--- src/rtl/stopwatch_pkg.sv ---
// stopwatch_pkg: shared state, time type and seconds limit for the stopwatch
package stopwatch_pkg;
  typedef enum logic [1:0] {IDLE, RUN, PAUSE} state_t;
  typedef logic [5:0] time_t;
  localparam time_t SEC_MAX = 6'd59;
endpackage

--- src/rtl/digit_counter.sv ---
// digit_counter: modulo-(MAX+1) counter with enable, sync clear and carry-out
import stopwatch_pkg::*;
module digit_counter #(
  parameter time_t MAX = SEC_MAX
) (
  input  logic  clk,
  input  logic  rst,
  input  logic  clr,
  input  logic  en,
  output time_t q,
  output logic  carry
);
  assign carry = en && q == MAX;
  always_ff @(posedge clk or posedge rst)
    if (rst) q <= '0;
    else if (clr) q <= '0;
    else if (en) q <= carry ? '0 : q + 6'd1;
endmodule

--- src/rtl/stopwatch_ctrl.sv ---
// stopwatch_ctrl: run/pause/clear FSM driving a seconds/minutes counter chain
import stopwatch_pkg::*;
module stopwatch_ctrl #(
  parameter int unsigned MAX_MIN = 59
) (
  input  logic       i_clk,
  input  logic       i_reset,
  input  logic       i_tick,
  input  logic       i_start_stop,
  input  logic       i_clear,
  output logic [5:0] o_sec,
  output logic [5:0] o_min,
  output logic       o_running,
  output logic       o_wrap
);
  state_t state, state_next;
  logic count_en, sec_carry, min_carry;
  always_comb begin
    state_next = i_clear ? IDLE : i_start_stop ? (state == RUN ? PAUSE : RUN) : state;
    count_en = state == RUN && i_tick && !i_clear;
  end
  always_ff @(posedge i_clk or posedge i_reset)
    if (i_reset) begin
      state <= IDLE;
      o_running <= 1'b0;
      o_wrap <= 1'b0;
    end else begin
      state <= state_next;
      o_running <= state_next == RUN;
      o_wrap <= min_carry;
    end
  digit_counter #(.MAX(SEC_MAX)) u_sec (
    .clk(i_clk), .rst(i_reset), .clr(i_clear), .en(count_en), .q(o_sec), .carry(sec_carry)
  );
  digit_counter #(.MAX(time_t'(MAX_MIN))) u_min (
    .clk(i_clk), .rst(i_reset), .clr(i_clear), .en(sec_carry), .q(o_min), .carry(min_carry)
  );
endmodule

--- config.mk ---
export PLATFORM = sky130hd
export DESIGN_NAME = stopwatch_ctrl
export DESIGN_NICKNAME = d
export VERILOG_FILES = /design/src/rtl/stopwatch_pkg.sv /design/src/rtl/digit_counter.sv /design/src/rtl/stopwatch_ctrl.sv
export SDC_FILE = /design/constraint.sdc
export NUM_CORES = 1
export LEC_CHECK = 0
export ABC_AREA = 1
export CELL_PAD_IN_SITES_DETAIL_PLACEMENT = 2
export CELL_PAD_IN_SITES_GLOBAL_PLACEMENT = 2
export CORE_ASPECT_RATIO = 2
export CORE_MARGIN = 5
export CORE_UTILIZATION = 27
export CTS_CLUSTER_SIZE = 8
export DETAILED_ROUTE_END_ITERATION = 8
export HOLD_SLACK_MARGIN = 0.05
export MAX_ROUTING_LAYER = met4
export PLACE_DENSITY = 0.75
export REMOVE_ABC_BUFFERS = 1
export SETUP_SLACK_MARGIN = 0.2
export SLEW_MARGIN = 0
export SYNTH_ARGS = -nofsm -noshare
export SYNTH_HDL_FRONTEND = slang
export SYNTH_SLANG_ARGS = --single-unit
--- constraint.sdc ---
create_clock -name i_clk -period 1.5 [get_ports i_clk]
set_input_delay 0.3 -clock i_clk [delete_from_list [all_inputs] [get_ports i_clk]]
set_output_delay 0.3 -clock i_clk [all_outputs]
set_load 0.02 [all_outputs]
==> results.yml <==
timing:
  final-setup-viol-count: 0
  fmax_ghz: 0.773
  finalCritPeriodShare_pct: 86.2
  skew_ns: 0.00358
  tightest_slew_ns: 0.291
  slew_headroom_pct: 80.6
  finalHoldViolCount: 0
  period_needed_ns: 1.29
  tns_ns: 0
  rsz0062_at_grt: "yes"
  drv_slew: 0
finish:
  layout.cells.non_filler: 174
  area_delta_synth_final_pct: 44.0
  fin_nets: 152
  n_antenna_cell: 0
  fillerInstances: 361
  drive_above_1_share_pct: 33.6
  seqCellArea_um2: 400
  multi_input_area_um2: 443
yosys:
  synthCells: 108
  synth_seq_cells: 16
  synth_top_cell_by_area: "dfrtp_1"
  synth_top_area_share_pct: 46.6
  yosys_warnings: 0
  yosys-top-cells-area: "dfrtp_1 47%, nand2_1 14%, inv_1 6.1%, nor2_1 4.8%, nand3_1 4.7%"
  syn_area_per_cell_um2: 7.95
  synth_area_um2: 858
  synth_seq_area_share_pct: 46.6
  synth_cell_types: 20
route:
  detail-route-antenna-nets: 0
  routed_wl_um: 2650
  vias: 818
  drt_iter0_markers: 8
  via_per_inst: 4.70
  post-route-drc-count: 0
  drt_pass1_iterations: 4
  routedWlPerCell_um: 15.2
placement:
  dp.cells: 165
  io_buffers: 18
  dpl.hpwl_um: 1970
  place_congestion: 0.761
floorplan:
  die_w_um: 49.9
  start_util_pct: 27.5
  ios: 19
  die_h_um: 89.7
  fp-row-count: 29
  core_mm2: 0.00312
  fp.dieArea_mm2: 0.00448
cts:
  clock_latency_ns: 0.25
  cts_hold_buf: 0
  cts_tree: "yes"
  cts.sinks: 16
  clockBufferDepth: 2
  cts_root_buf: "clkbuf_8"
  clk_pin_slew_ns: 0.06
  htree_levels: 1
  numCtsBuffers: 3
global_route:
  antenna_found_initial: 0
  grt_usage_pct: 12.8
  grt_max_degree: 17
  grt_pass1_vias: 956
  grt_pass1_wl_um: 4420
  gr-total-overflow: 0
setup_path:
  crit_type: "flip-flop to flip-flop"
  crit_path_frequent_cell: "nand2_1"
  crit_arrival_ns: 1.43
  slowest_delay_ns: 0.38
  crit_family: "flip-flops"
  path_buf_inv: 1
  cp_max_fo: 6
  cp-startpoint: "u_sec.q[0]"
  r2r_slack_ns: 0.21
  slowest_stage: "dfrtp_1"
  end_kind: "flip-flop"
  reg2reg_from: "u_sec.q[0]"
  crit_path_start_kind: "flip-flop"
  required_ns: 1.64
  crit_chain: "ha_2 > nand2_2 > nor2_4 > a21oi_4 > buf_6 > nand2_1 > nand2_1"
outcome:
  status: "complete, no violations"
job:
  maxCapViolations: 0
hold_path:
  hp-class: "input pin to async pin"
power_and_ir_drop:
  p_per_area_mw_per_mm2: 696
  power.leakage_uw: 0.000657
  vdd_drop_max_uv: 450
-- state kept, by name, summed over array words and instances (netlist names) --
register	flops
u_min.q	6
o_wrap	1
o_running	1
state	2
u_sec.q	6
-- final timing paths --
path	to	depth (start not counted)
min in group i_clk	state[1]	2
max	u_min.q[4]	7
min	state[0]	3
max reg2reg	u_min.q[4]	7
max in group asynchronous	u_min.q[0]	3
min reg2reg	state[0]	1
-- metrics by stage --
step	setup WS (ns)	util [%]	hold slack (ns)	area, um2	power [uW]
2_1_floorplan	0.181	-	0.214	858	492
3_3_place_gp	-0.0502	36.4	0.504	1140	536
3_5_place_dp	-0.0776	36.4	0.542	1140	540
4_1_cts	0.124	39.6	0.370	1230	868
5_1_grt	0.0892	39.6	0.376	1240	906
6_report	0.206	39.6	0.367	1240	860
-- logic make-up after synthesis --
| kind of cell | after synthesis | synth area share [%] |
|---|---|---|
| simple gates | 63 | 35.1 |
| buf+inv | 16 | 7.00 |
| flops | 16 | 46.6 |
| compound gates | 8 | 5.25 |
| xor+xnor | 3 | 3.06 |
| fa+ha+maj | 2 | 2.91 |
-- worst min-delay path: cells and delay by family --
family	cells	cell delay (ns)
buffers and inverters	3	0.68
-- synthesized netlist by cell type, drive strengths merged --
library cell  number
inv               16
nand3             10
o21ai              4
xor2               2
nor2              14
a21oi              3
ha                 2
a31oi              1
dfrtp             16
nor3               1
nand2             36
nand3b             1
xnor2              1
nand4              1
-- cells in the final DEF (no fill, tap or decap), types with 3 or more instances in the layout --
cell type / count
inv_1: 14
nand2_1: 26
buf_4: 12
dlygate4sd2_1: 6
dfrtp_1: 16
o21ai_0: 3
nor2_4: 3
clkdlybuf4s50_1: 3
nor2_1: 9
nand3_1: 8
clkbuf_2: 7
nand2_4: 3
clkbuf_8: 3
nand2_2: 7
-- layout make-up --
cell class                      instances  share of cell area (%)
Inverter                               16                    4.86
Sequential cell                        16                    32.4
Timing Repair Buffer                   32                    20.4
Clock buffer                            3                    3.34
Multi-Input combinational cell         76                    35.8
Tap cell                               31                    3.14
-- where the power goes --
group | total [uW] | internal, uW | switching, uW | leakage [uW]
Combinational | 96.4 | 39.3 | 57.1 | 0.000415
Sequential | 445 | 440 | 5.70 | 0.000220
Clock | 318 | 178 | 141 | 0.0000216
-- repair_timing --
| action | 4_1_cts | 5_1_grt |
|---|---|---|
| pin swaps | 3 | 9 |
| buffers inserted | 5 | 1 |
| resized for setup | 32 | 18 |
| setup endpoints to repair | 24 | 17 |
-- layer usage --
layer  wire length (um)  global-route usage (%)  vias to the layer above
met2               1630                    23.7                        9
li1                   -                       -                      405
met3                 58                    1.49                        2
met1                926                    12.9                      402
met5                  0                       -                        -
met4                 31                    5.25                        0
Power figures use the tool's default switching activity.
